`src/rtl/sub_array_pkg.sv`:
```
// Shared types and sizing helpers for the sub-array stream loader/unloader family.
package sub_array_pkg;

  typedef enum logic [0:0] {
    LOAD = 1'b0,
    FULL = 1'b1
  } state_e;

  // Counter width for a range of n values; never below one bit so empty regions still elaborate.
  function automatic int cnt_w(input int n);
    if (n <= 1) begin
      return 1;
    end else begin
      return $clog2(n);
    end
  endfunction

endpackage

```
`src/rtl/sub_array_index_gen.sv`:
```
// Region/column/sub-row walker producing (row, col) in sub-array-major, column-by-column order.
module sub_array_index_gen
  import sub_array_pkg::*;
#(
  parameter int ROWS     = 8,
  parameter int COLS     = 8,
  parameter int SUB_ROWS = 4,
  localparam int RW      = cnt_w(ROWS),
  localparam int CW      = cnt_w(COLS)
) (
  input  logic          clk,
  input  logic          rst_n,
  input  logic          clear_i,
  input  logic          advance_i,
  output logic [RW-1:0] row_o,
  output logic [CW-1:0] col_o,
  output logic          last_o
);

  localparam int LOW_ROWS = ROWS - SUB_ROWS;
  localparam int IW = (cnt_w(SUB_ROWS) > cnt_w(LOW_ROWS)) ? cnt_w(SUB_ROWS) : cnt_w(LOW_ROWS);
  localparam logic [IW-1:0] I_MAX0 = IW'(SUB_ROWS - 1);
  localparam logic [IW-1:0] I_MAX1 = (LOW_ROWS > 0) ? IW'(LOW_ROWS - 1) : {IW{1'b0}};
  localparam logic [CW-1:0] C_MAX  = CW'(COLS - 1);

  logic          region_q;
  logic [CW-1:0] col_q;
  logic [IW-1:0] i_q;
  logic          i_wrap_s;
  logic          region_end_s;

  assign i_wrap_s     = (i_q == (region_q ? I_MAX1 : I_MAX0));
  assign region_end_s = i_wrap_s && (col_q == C_MAX);
  // With an empty lower region the upper region's end is the frame's end.
  assign last_o       = region_end_s && (region_q || (LOW_ROWS == 0));
  assign row_o        = region_q ? (RW'(SUB_ROWS) + RW'(i_q)) : RW'(i_q);
  assign col_o        = col_q;

  // Counter advance: sub-row fastest, then column, then region.
  always_ff @(posedge clk or negedge rst_n) begin
    if (!rst_n) begin
      region_q <= 1'b0;
      col_q    <= {CW{1'b0}};
      i_q      <= {IW{1'b0}};
    end else if (clear_i) begin
      region_q <= 1'b0;
      col_q    <= {CW{1'b0}};
      i_q      <= {IW{1'b0}};
    end else if (advance_i) begin
      if (region_end_s) begin
        region_q <= (LOW_ROWS == 0) ? 1'b0 : ~region_q;
        col_q    <= {CW{1'b0}};
        i_q      <= {IW{1'b0}};
      end else if (i_wrap_s) begin
        col_q <= col_q + CW'(1);
        i_q   <= {IW{1'b0}};
      end else begin
        i_q <= i_q + IW'(1);
      end
    end
  end

endmodule

```
`src/rtl/sub_array_stream_loader.sv`:
```
// Fills a ROWS x COLS array from an element stream and hands the frame over via valid/ready.
// Optional abort input enabled by defining SUB_ARRAY_LOADER_FLUSH_EN.
module sub_array_stream_loader
  import sub_array_pkg::*;
#(
  parameter int BIT_WIDTH = 4,
  parameter int ROWS      = 8,
  parameter int COLS      = 8,
  parameter int SUB_ROWS  = 4
) (
  input  logic                 clk,
  input  logic                 rst_n,
`ifdef SUB_ARRAY_LOADER_FLUSH_EN
  input  logic                 flush,
`endif
  input  logic                 in_valid,
  output logic                 in_ready,
  input  logic [BIT_WIDTH-1:0] in_data,
  output logic                 out_valid,
  input  logic                 out_ready,
  output logic [BIT_WIDTH-1:0] out [ROWS-1:0][COLS-1:0],
  output logic                 busy
);

  localparam int RW = cnt_w(ROWS);
  localparam int CW = cnt_w(COLS);

  if (SUB_ROWS < 1 || SUB_ROWS > ROWS) begin : g_bad_sub_rows
    $error("sub_array_stream_loader: SUB_ROWS must lie in 1..ROWS");
  end

  state_e               state_q;
  logic                 in_ready_q;
  logic                 out_valid_q;
  logic                 busy_q;
  logic [BIT_WIDTH-1:0] out_q [ROWS-1:0][COLS-1:0];

  logic          flush_s;
  logic          beat_s;
  logic [RW-1:0] row_s;
  logic [CW-1:0] col_s;
  logic          last_s;

`ifdef SUB_ARRAY_LOADER_FLUSH_EN
  assign flush_s = flush;
`else
  assign flush_s = 1'b0;
`endif

  // A beat coinciding with flush is dropped.
  assign beat_s = in_valid && in_ready_q && !flush_s;

  sub_array_index_gen #(
    .ROWS     (ROWS),
    .COLS     (COLS),
    .SUB_ROWS (SUB_ROWS)
  ) u_index_gen (
    .clk       (clk),
    .rst_n     (rst_n),
    .clear_i   (flush_s),
    .advance_i (beat_s),
    .row_o     (row_s),
    .col_o     (col_s),
    .last_o    (last_s)
  );

  // Frame FSM with registered handshake outputs and the array storage.
  always_ff @(posedge clk or negedge rst_n) begin
    if (!rst_n) begin
      state_q     <= LOAD;
      in_ready_q  <= 1'b1;
      out_valid_q <= 1'b0;
      busy_q      <= 1'b0;
      for (int r = 0; r < ROWS; r++) begin
        for (int c = 0; c < COLS; c++) begin
          out_q[r][c] <= {BIT_WIDTH{1'b0}};
        end
      end
    end else begin
      case (state_q)
        LOAD: begin
          if (flush_s) begin
            busy_q <= 1'b0;
          end else if (beat_s) begin
            out_q[row_s][col_s] <= in_data;
            if (last_s) begin
              state_q     <= FULL;
              in_ready_q  <= 1'b0;
              out_valid_q <= 1'b1;
              busy_q      <= 1'b0;
            end else begin
              busy_q <= 1'b1;
            end
          end else begin
            busy_q <= busy_q;
          end
        end
        FULL: begin
          if (flush_s || out_ready) begin
            state_q     <= LOAD;
            in_ready_q  <= 1'b1;
            out_valid_q <= 1'b0;
          end else begin
            out_valid_q <= 1'b1;
          end
        end
        default: begin
          state_q     <= LOAD;
          in_ready_q  <= 1'b1;
          out_valid_q <= 1'b0;
          busy_q      <= 1'b0;
        end
      endcase
    end
  end

  assign in_ready  = in_ready_q;
  assign out_valid = out_valid_q;
  assign busy      = busy_q;
  assign out       = out_q;

endmodule

```
`config.mk`:
```
export PLATFORM = sky130hd
export DESIGN_NAME = sub_array_stream_loader
export DESIGN_NICKNAME = d
export VERILOG_FILES = /design/src/rtl/sub_array_pkg.sv /design/src/rtl/sub_array_index_gen.sv /design/src/rtl/sub_array_stream_loader.sv
export SDC_FILE = /design/constraint.sdc
export NUM_CORES = 1
export LEC_CHECK = 0
export BUFFER_PORTS_ARGS = -buffer_cell sky130_fd_sc_hd__buf_2
export CAP_MARGIN = 0
export CORE_MARGIN = 2
export CORE_UTILIZATION = 50
export DETAILED_ROUTE_END_ITERATION = 8
export PLACE_DENSITY_LB_ADDON = 0.12
export REMOVE_ABC_BUFFERS = 1
export SYNTH_ARGS = -nofsm -noshare
export SYNTH_HDL_FRONTEND = slang
export SYNTH_SLANG_ARGS = --single-unit
```
`constraint.sdc`:
```
create_clock -name clk -period 2.3 [get_ports clk]
set_input_delay 0.46 -clock clk [delete_from_list [all_inputs] [get_ports clk]]
set_output_delay 0.46 -clock clk [all_outputs]
set_load 0.01 [all_outputs]
```
==> impl_metrics.csv <==
group,metric,value,unit
run_status,outcome,"completed",
pwr,cellLeakagePower,7.58,nW
logic_synthesis,syn_area,0.0108,mm²
critical_path,path_class,"reg -> reg",
global_routing,grt_overflow,0,
pwr,peakVddDrop,0.672,mV
sta,finalSetupTns,0,ps
critical_path,crit_chain,"buf_4 > nor3b_1 > nand3_1 > mux2_2",
die,ios,267,
critical_path,crit_start,"u_index_gen.i_q[0]$_DFFE_PN0P_",
clock_network,clkSlewWorstSetupHoldPaths,60,ps
sta,relSlewSlack,0.322,
logic_synthesis,seq_area_frac_synth,0.618,
clock_network,cts_resized,0,
clock_network,root_buffer,"clkbuf_16",
final_layout,n_antenna_cell,0,
global_routing,grt_max_degree,72,
clock_network,cts_setup_buffers,0,
global_routing,grt_first_pass_wirelength,42.1,mm
clock_network,htreeDepth,1,
route,drt-initial-drc-count,224,
logic_synthesis,yosysWarnings,0,
critical_path,critPathRequiredTime,2700,ps
logic_synthesis,synth_seq_cells,266,
sta,finalHoldViolations,0,
sta,min_period,2170,ps
route,vias,6707,
route,finalWirelength,26.8,mm
route,wire_per_inst,21.5,µm
final_layout,fin_area,0.0134,mm²
logic_synthesis,netlist_instances,681,
final_layout,nNetsFinal,963,
critical_path,worst-r2r-setup-slack,130,ps
hold_path,min_path_type,"in -> reg",
sta,final.setup_skew,9.49,ps
critical_path,cp_max_fo,11,
final_layout,instances_no_fill,1245,
critical_path,r2r-start,"u_index_gen.i_q[0]$_DFFE_PN0P_",
global_routing,grt_use_total,0.240,
sta,tightest_slew,1010,ps
pwr,p_per_area,916,mW/mm²
final_layout,drive_above_1_share,0.634,
critical_path,cp-endpoint,"out[36]$_DFFE_PN0P_",
clock_network,insertion_delay,520,ps
route,ant_nets,0,
route,drc,0,
pwr,power.total,12.2,mW
place,hpwl,17.8,mm
die,start_util,0.511,
place,dp.cells,1197,
route,avgViaCountPerCell,5.39,
job,drv_cap,0,
final_layout,final_cell_mix,"265 x dfrtp_1, 265 x buf_2, 249 x mux2_2, 34 x nand3_1, 27 x clkbuf_16",
logic_synthesis,synth.distinct_cells,37,
sta,worst_slack,125,ps
sta,rsz0062_at_grt,"no",
die,die_w,151,µm
critical_path,critPathSlowestCell,"nor3b_1",
critical_path,worstSetupPathDepth,4,
place,portBuffers,266,
sta,slew_violations,0,
critical_path,critPathBufInv,1,
place,gp_congestion,0.754,
clock_network,cts_tree,"yes",
critical_path,worstPathArrival,2580,ps
die,dieHeight,151,µm
critical_path,crit_family,"simple AND/OR/NAND/NOR gates",
final_layout,area_growth,23.9,%
clock_network,clock-sinks,266,
die,core,0.0211,mm²
critical_path,reg2reg_depth,4,
place,pre_cts_ws,146,ps
clock_network,cts_buffers,27,
sta,setup_viol,0,
clock_network,clockBufferDepth,3,
route,first_pass_iters,4,
critical_path,r2r_end,"out[36]$_DFFE_PN0P_",
die,rows,53,
critical_path,max_stage_delay,570,ps
critical_path,critPathCaptureType,"register",
critical_path,critical_path.startpoint_type,"register",
logic_synthesis,synth_area_per_cell,15.8,µm²
sta,clock.fmax,460,MHz
global_routing,grt_pass1_vias,7434,
die,dieArea,0.0228,mm²
final_layout,nFillCells,1605,
sta,min_period_over_period,0.945,
place,placed_cell_area,0.0125,mm²
global_routing,antenna_found_initial,1,
-- routing by layer --
metal / track usage / part of all wire / up-vias
li1: - / - / 2980
met4: 0.0617 / 0.021 / 2
met5: 0 / 0.00048 / -
met3: 0.0554 / 0.064 / 42
met2: 0.406 / 0.50 / 193
met1: 0.315 / 0.42 / 3490
-- worst reg2reg max path, delay by kind of cell, from the launching register on --
family	cells	cell delay, ps
and+or+nand+nor	2	920
DFF	1	540
buffers and inverters	1	240
muxes	1	360
-- how the worst min path moves through the flow --
stage / from / end / depth (start not counted)
after global routing: out_ready / state_q$_DFF_PN0_ / 2
after CTS: out_ready / state_q$_DFF_PN0_ / 2
after floorplan: rst_n / busy$_DFFE_PN0P_ / 0
after detailed placement: rst_n / out[129]$_DFFE_PN0P_ / 1
after global placement: rst_n / out[129]$_DFFE_PN0P_ / 1
final: out_ready / state_q$_DFF_PN0_ / 2
-- through the flow --
stage	hold WS [ps]	util
6_report	168	0.633
5_1_grt	150	0.633
4_1_cts	143	0.633
3_5_place_dp	418	0.593
3_3_place_gp	408	0.593
2_1_floorplan	164	-
-- synthesized netlist by cell type (all sizes together) --
cell type	instances	area [µm²]
a21o	1	7.51
a22o	1	8.76
and3	1	6.26
and3b	4	35.0
and4b	1	10.0
and4bb	1	12.5
buf	18	105
clkbuf	27	101
dfrtp	265	6630
dfstp	1	26.3
ha	3	37.5
inv	1	3.75
mux2	259	2920
nand2	4	17.5
nand2b	3	18.8
nand3	34	170
nand3b	3	22.5
nand4	2	12.5
nand4b	1	23.8
nand4bb	1	11.3
nor2	2	7.51
nor2b	2	12.5
nor3	34	493
nor3b	3	22.5
o211ai	1	7.51
o21a	1	7.51
o21ai	2	10.0
or3	1	6.26
or3b	3	26.3
xnor2	1	8.76
-- cell families (layout without fill, tap and decap cells) --
logic type | Yosys count | in the layout | synth area share
DFF | 266 | 266 | 0.618
muxes | 259 | 259 | 0.271
and+or+nand+nor | 100 | 100 | 0.0843
buffers and inverters | 46 | 335 | 0.0195
AOI/OAI and AO/OA | 6 | 6 | 0.00383
adders and majority gates | 3 | 3 | 0.00348
xor gates and xnor gates | 1 | 1 | 0.000813
-- flip-flops by register name, summed over array words and instances, names as in the netlist --
register,count
busy,1
in_ready,1
out,256
out_valid,1
state_q,1
u_index_gen.col_o,3
u_index_gen.i_q,2
u_index_gen.region_q,1
-- area by class of cell --
| class | count | area (µm²) | share of cell area |
|---|---|---|---|
| clock buffers | 39 | 791 | 0.0592 |
| clock inverters | 8 | 43.8 | 0.00328 |
| inverters | 1 | 3.75 | 0.000281 |
| multi-input cells | 369 | 3910 | 0.293 |
| flip-flops and latches | 266 | 6660 | 0.499 |
| well taps | 275 | 344 | 0.0258 |
| repair buffers | 287 | 1600 | 0.120 |
-- report_power, final --
group	total [mW]	switching (mW)	internal, mW
Combinational	2.50	1.47	1.03
Sequential	5.65	0.400	5.25
Clock	4.09	1.72	2.37
Total	12.2	3.59	8.64
-- timing repair --
item | in CTS | in global routing
endpoints found under the hold margin | 53 | 0
setup endpoints to repair | 0 | 0
hold buffers | 1 | 0
Power figures use the tool's default switching activity.
